[config.mk]
export PLATFORM = sky130hd
export DESIGN_NAME = hazard_scoreboard
export DESIGN_NICKNAME = d
export VERILOG_FILES = /design/src/rtl/hazard_scoreboard.sv
export SDC_FILE = /design/constraint.sdc
export NUM_CORES = 1
export LEC_CHECK = 0
export ABC_AREA = 1
export BUFFER_PORTS_ARGS = -buffer_cell sky130_fd_sc_hd__buf_2
export CORE_ASPECT_RATIO = 1.25
export CORE_MARGIN = 2
export CORE_UTILIZATION = 55
export CTS_CLUSTER_SIZE = 40
export DETAILED_ROUTE_END_ITERATION = 12
export PLACE_DENSITY_LB_ADDON = 0.3
export SYNTH_ARGS = -nofsm -noshare
export SYNTH_HDL_FRONTEND = slang
export SYNTH_SLANG_ARGS = --single-unit
[constraint.sdc]
create_clock -name clk -period 3.56 [get_ports clk]
set_clock_uncertainty 0.1 [all_clocks]
set_input_delay 0 -clock clk [delete_from_list [all_inputs] [get_ports clk]]
set_output_delay 0 -clock clk [all_outputs]
set_load 0.01 [all_outputs]
[src/rtl/hazard_scoreboard.sv]
// Per-register in-flight write tracker beside ID: stalls on RAW/WAW/long-unit hazards, flags forwarding-supplied operands.
// Stall is combinational from registered state + ID inputs; an issue becomes visible one cycle later.
module hazard_scoreboard #(
  parameter int LOAD_LAT = 1,
  parameter int LONG_LAT = 4,
  parameter int CNT_W    = 3
) (
  input  logic       clk,
  input  logic       rst,
  input  logic       issue_valid,
  input  logic [4:0] issue_rs_1,
  input  logic [4:0] issue_rs_2,
  input  logic [4:0] issue_rd,
  input  logic       issue_reg_write,
  input  logic       issue_is_load,
  input  logic       issue_is_long,
  input  logic       wb_valid,
  input  logic [4:0] wb_rd,
  output logic       stall,
  output logic       rs_1_pending,
  output logic       rs_2_pending,
  output logic [5:0] busy_count
);

  localparam logic [CNT_W-1:0] LOAD_CNT = CNT_W'(LOAD_LAT);
  localparam logic [CNT_W-1:0] LONG_CNT = CNT_W'(LONG_LAT);

  // Entry 0 exists only so x0 can be indexed; it is never set.
  logic [31:0]      busy;
  logic [CNT_W-1:0] cnt [32];
  logic [CNT_W-1:0] long_cnt;

  logic raw_1, raw_2, waw, structural, hazard, fire;
  logic set_en, clr_en, inc, dec;
  logic [CNT_W-1:0] new_cnt;

  assign raw_1      = (issue_rs_1 != 5'd0) && busy[issue_rs_1] && (cnt[issue_rs_1] != '0);
  assign raw_2      = (issue_rs_2 != 5'd0) && busy[issue_rs_2] && (cnt[issue_rs_2] != '0);
  assign waw        = issue_reg_write && (issue_rd != 5'd0) && busy[issue_rd] && (cnt[issue_rd] != '0);
  assign structural = issue_is_long && (long_cnt != '0);
  assign hazard     = issue_valid && (raw_1 || raw_2 || waw || structural);

  assign stall        = rst && hazard;
  assign rs_1_pending = rst && issue_valid && (issue_rs_1 != 5'd0) && busy[issue_rs_1] && (cnt[issue_rs_1] == '0);
  assign rs_2_pending = rst && issue_valid && (issue_rs_2 != 5'd0) && busy[issue_rs_2] && (cnt[issue_rs_2] == '0);

  assign fire    = issue_valid && !hazard;
  assign set_en  = fire && issue_reg_write && (issue_rd != 5'd0);
  assign clr_en  = wb_valid && (wb_rd != 5'd0);
  assign new_cnt = issue_is_long ? LONG_CNT : (issue_is_load ? LOAD_CNT : '0);

  // Issue wins a same-register collision with writeback, so that clear is not counted.
  assign inc = set_en && !busy[issue_rd];
  assign dec = clr_en && busy[wb_rd] && !(set_en && (issue_rd == wb_rd));

  always_ff @(posedge clk) begin
    if (!rst) begin
      busy       <= '0;
      long_cnt   <= '0;
      busy_count <= '0;
      for (int r = 0; r < 32; r++) cnt[r] <= '0;
    end else begin
      for (int r = 1; r < 32; r++) begin
        if (set_en && (issue_rd == 5'(r))) begin
          busy[r] <= 1'b1;
          cnt[r]  <= new_cnt;
        end else if (clr_en && (wb_rd == 5'(r))) begin
          busy[r] <= 1'b0;
          cnt[r]  <= '0;
        end else if (cnt[r] != '0) begin
          cnt[r]  <= cnt[r] - CNT_W'(1);
        end
      end
      if (fire && issue_is_long) long_cnt <= LONG_CNT;
      else if (long_cnt != '0)   long_cnt <= long_cnt - CNT_W'(1);
      busy_count <= busy_count + {5'd0, inc} - {5'd0, dec};
    end
  end

endmodule

=== Word level (Yosys, flattened, before mapping) ===
Memories as Yosys holds them, arrays and structs flattened.
Cells that the tools add are included.
W data, S select, Z words.

* Input port bits: 27
* Bits in writable memories: 96
* Memories kept: 1
* Output and inout bits: 9
* Register bits after elaboration: 40
* Word-level logic and storage cells: 938

{| class="wikitable"
|+ Memories
! name !! depth !! width !! read ports !! clocked after Yosys merged registers in !! wr ports !! line !! text
|-
| cnt || 32 || 3 || 34 || 0 || 32 || 30 || <nowiki>logic [CNT_W-1:0] cnt [32];</nowiki>
|}

* Bitwise logic cells: 94
* Equal/unequal tests: 63
* Order comparisons: 4
* Reductions and logical operators: 168
* Muxes and demuxes: 540
* $add $sub $neg: 34

{| class="wikitable"
|+ Operator list
! operator !! count
|-
| $mux W1 || 440
|-
| $mux W3 || 96
|-
| $eq A5 B5 Y1 const B || 32
|-
| $reduce_bool A3 Y1 || 35
|-
| $sub A3 B1 Y3 const B || 32
|-
| $or A1 B1 Y1 || 93
|-
| $logic_and A1 B1 Y1 || 88
|-
| $eq A5 B4 Y1 const B || 16
|-
| $reduce_bool A2 Y1 || 32
|-
| $eq A5 B3 Y1 const B || 8
|-
| $lt A5 B6 Y1 const B || 4
|-
| $bmux W1 S5 || 4
|-
| $eq A5 B2 Y1 const B || 4
|-
| $reduce_bool A5 Y1 || 4
|-
| $eq A5 B1 Y1 const B || 2
|-
| $add A6 B1 Y6 || 1
|-
| $logic_not A3 Y1 || 2
|-
| $sub A6 B1 Y6 || 1
|-
| $eq A5 B5 Y1 || 1
|-
| $logic_not A1 Y1 || 3
|-
| $logic_or A1 B1 Y1 || 3
|-
| $reduce_or A2 Y1 || 1
|-
| $not A1 Y1 || 1
|}

=== Depth between registers and ports, before layout ===
* Depth in word-level cells: 19
* Gate-level depth with buffers: 33
* Mapped depth without buffers: 30

=== Least setup slack after synthesis ===
OpenSTA, ideal clock, no wires.

* Path type: register to register
* From: memory cnt[7][0]
* To: register busy_count[4]
* Setup time: 0.125 ns
* Buffers on the path: 1
* Stages on the path, launching flop included: 29
* Data required time: 3.335 ns
* Period minus slack after synthesis: 3.366 ns
* Arrival time: 3.142 ns
* Setup slack: 0.194 ns
* Cell sequence: edfxtp_1 > nor2_1 > inv_1 > nand2_1 > nand2_1 > nor2_1 > nand2_1 > nand2_1 > nand2_1 > nor2_1 > nor2_1 > nand3_1 > nand3_2 > nor2_4 > buf_12 > nand2_4 > nor2_4 > nand3_1 > o2111ai_1 > inv_1 > ha_1 > inv_1 > ha_1 > inv_1 > fa_1 > nor2_1 > a211oi_1 > o21ai_0 > a21oi_1

{| class="wikitable"
|+ RTL lines
! item !! line !! text
|-
| start, declared || 30 ||
|-
| end signal, assigned || 76 || <nowiki>busy_count <= busy_count + {5'd0, inc} - {5'd0, dec};</nowiki>
|-
| end, declared || 22 || <nowiki>output logic [5:0] busy_count</nowiki>
|}

==> impl_metrics.ini <==
[run_status]
status = finished, violations left
violations = negative setup slack

[power]
power.density_nw_per_um2 = 577.8
cellLeakagePower_nw = 6.711
peakVddDrop_mv = 0.4338

[global_routing]
antenna_found_initial = 1
overflow = 0
grt_use_total_pct = 39.12
grt_max_degree = 74
grt_pass1_vias = 12620
grt_pass1_wl_um = 68430

[final_layout]
nNetsFinal = 2074
syn_to_final_growth_pct = 16.24
fill_cells = 2038
drive_above_1_share_pct = 15.49
antennaDiodeCount = 0

[timing]
setup_viol_count_final = 2
max_freq_mhz = 272.7
tightest_slew_ns = 0.9305
slew_violations = 0
finalWorstSetupSlack_ns = -0.1069
fin_hold_ws_ns = 0.05331
period_share_pct = 103.0
hold_viol_final = 0
rsz0062_at_grt = yes
maxSlewHeadroom_pct = 37.88
fin_crit_ns = 3.667

[floorplan]
coreArea_um2 = 22060
io-pin-count = 36
row_count = 61
start_util_pct = 55.44
die_h_um = 170.7
die_x_um = 137.4
dieArea_um2 = 23450

[clocking]
cts_tree = built
cts.clk_slew.worst_paths_ns = 0.06
clock_path_buffers = 2
htree_num_levels = 4
cts_root_buf = clkbuf_16
clk_latency_ns = 0.45
clock_sinks = 133
cts_buffers = 17

[synthesis]
syn_avg_cell_area_um2 = 6.600
ys_top_cells_by_count = 474 x nand2_1, 288 x inv_1, 274 x nor2_1, 159 x nand3_1, 95 x o21ai_0
netlist.area_leader.share_pct = 22.84
synth_cells = 1853
ys_ff_latch = 133
synthFlopType = edfxtp_1
synthTopCellsByArea = edfxtp_1 23%, nand2_1 15%, inv_1 8.8%
yosys_warnings = 0
ys_seq_area_share_pct = 29.38
syn_area_um2 = 12230
async_flop_share_pct = 0
synth_nets = 1951
yosysTopAreaCell = edfxtp_1
synthDistinctLibCells = 45
yosysMostFrequentCell = nand2_1
synth-edff-count = 93

[setup_path]
worst-path-max-fanout = 3
crit_top_cell = nor2_1
worstRegToRegCells = 30
crit_path_max_incr_delay_ns = 0.44
worstPathArrival_ns = 3.94
rr_endpoint = busy_count[5]
critPathSlowestCell = edfxtp_1
crit_path_end_kind = flop
r2r_start = cnt[5][0]
rrSetupSlack_ns = -0.11
crit_type = flop to flop
cp.required_ns = 3.84
startpoint_type = flop

[place]
gp_congestion = 1.060
portBuffers = 35
dp.final_hpwl_um = 34240
dp_slack_ns = -0.1525

[routing]
route.detailed.drc = 0
drt-total-wl_um = 45580
first_iter_violations = 1614
drtPass1Iterations = 7
routedWlPerCell_um = 20.06
num_vias = 13340
ant_nets = 0
routed_via_density = 5.871

[worst_hold_path]
min_path_type = input port to flop
hold_path_depth = 4
min_to = busy[16]
hold_start = wb_rd[4]

[job]
max-cap-violations = 0
worst max-delay path by stage:
stage | startpoint | endpoint | slack (ns) | cells after the start
floorplan | cnt[7][0] | busy_count[4] | 0.19 | 28
global placement | issue_rs_2[1] | busy_count[5] | -0.14 | 29
detailed placement | issue_rs_2[1] | busy_count[5] | -0.15 | 28
CTS | cnt[4][0] | busy_count[5] | -0.02 | 29
global route | cnt[5][0] | busy_count[5] | -0.41 | 30
finish | cnt[5][0] | busy_count[5] | -0.11 | 30
layout by cell type, fill, tap and decap left out, types with 4 or more instances in the layout:
| cell | synthesis | final |
|---|---|---|
| a21oi_1 | 76 | 76 |
| buf_12 | 3 | 6 |
| buf_2 | 25 | 34 |
| buf_4 | 7 | 135 |
| bufinv_16 | 0 | 4 |
| clkbuf_1 | 25 | 5 |
| clkbuf_16 | 0 | 17 |
| clkinv_1 | 8 | 8 |
| dfxtp_1 | 40 | 40 |
| edfxtp_1 | 93 | 93 |
| ha_1 | 70 | 67 |
| inv_1 | 288 | 270 |
| inv_2 | 4 | 22 |
| nand2_1 | 474 | 467 |
| nand2_2 | 6 | 13 |
| nand2_4 | 4 | 4 |
| nand3_1 | 159 | 156 |
| nand3_2 | 2 | 5 |
| nand4_1 | 66 | 66 |
| nand4_4 | 27 | 27 |
| nor2_1 | 274 | 265 |
| nor2_2 | 4 | 12 |
| nor2_4 | 4 | 5 |
| nor3_1 | 28 | 27 |
| o211ai_1 | 14 | 14 |
| o21ai_0 | 95 | 90 |
| o21ai_1 | 10 | 13 |
| o22ai_1 | 5 | 5 |
kinds of logic after synthesis:
| kind of cell | share of synthesized area, % |
|---|---|
| DFF | 29.38 |
| and+or+nand+nor | 40.43 |
| adders and majority gates | 7.326 |
| AOI/OAI and AO/OA | 9.669 |
| buffers and inverters | 12.97 |
| xor gates and xnor gates | 0.2149 |
power breakdown:
group | internal (W) | leakage, nW | total [W] | switching (W)
Sequential | 0.00225 | 1.34 | 0.00254 | 0.000291
Clock | 0.00119 | 0.295 | 0.00192 | 0.000735
Combinational | 0.00138 | 5.08 | 0.00375 | 0.00237
Total | 0.00482 | 6.71 | 0.00821 | 0.00340
per-stage QoR:
step                      power (W)  instance area (µm²)  instances  setup TNS, ns  util, %
after floorplan            0.004997                12230       1853              0        -
after global placement     0.005953                13360       2225        -0.1504    60.57
after detailed placement   0.006075                13360       2225        -0.2445    60.57
after CTS                  0.008005                14010       2259       -0.01529    63.50
after global routing       0.008803                14210       2272        -0.8750    64.44
final                      0.008214                14210       2272        -0.1917    64.44
sequential cells by signal, summed over array words and instances (netlist names):
| signal | cells |
|---|---|
| busy | 31 |
| busy_count | 6 |
| cnt | 93 |
| long_cnt | 3 |
what timing repair did:
item                       in CTS  in global routing
hold endpoints to repair       16                  0
pin swaps                       2                 36
setup buffers                   0                 13
setup endpoints to repair       2                 23
gates resized for setup         7                 47
hold buffers                    2                  0
cloned                          0                  0
area by class of cell:
type                       instances  area [µm²]  area share (%)
sequential                       133        3593           25.28
inverter                         303        1150           8.089
multi-input combinational       1343        7173           50.46
tap                              283       354.1           2.491
clock buffer                      23       457.9           3.222
timing repair buffer             178        1335           9.392
clock inverter                     9       151.4           1.065
worst max-delay path: cells and delay by family (launching register included):
family	cells	cell delay, ns
adders and majority gates	2	0.42
DFF	1	0.44
AOI/OAI and AO/OA	4	0.59
buffers and inverters	4	0.24
and+or+nand+nor	20	1.82
layer usage:
metal | vias to the layer above | wire length (µm) | global-route usage (%)
met5 | - | 14 | 0
met1 | 6074 | 17620 | 48.57
li1 | 6296 | - | -
met2 | 753 | 20980 | 63.18
met3 | 215 | 4396 | 7.170
met4 | 2 | 2578 | 22.59
No activity file was read; power rests on OpenSTA's default activity.
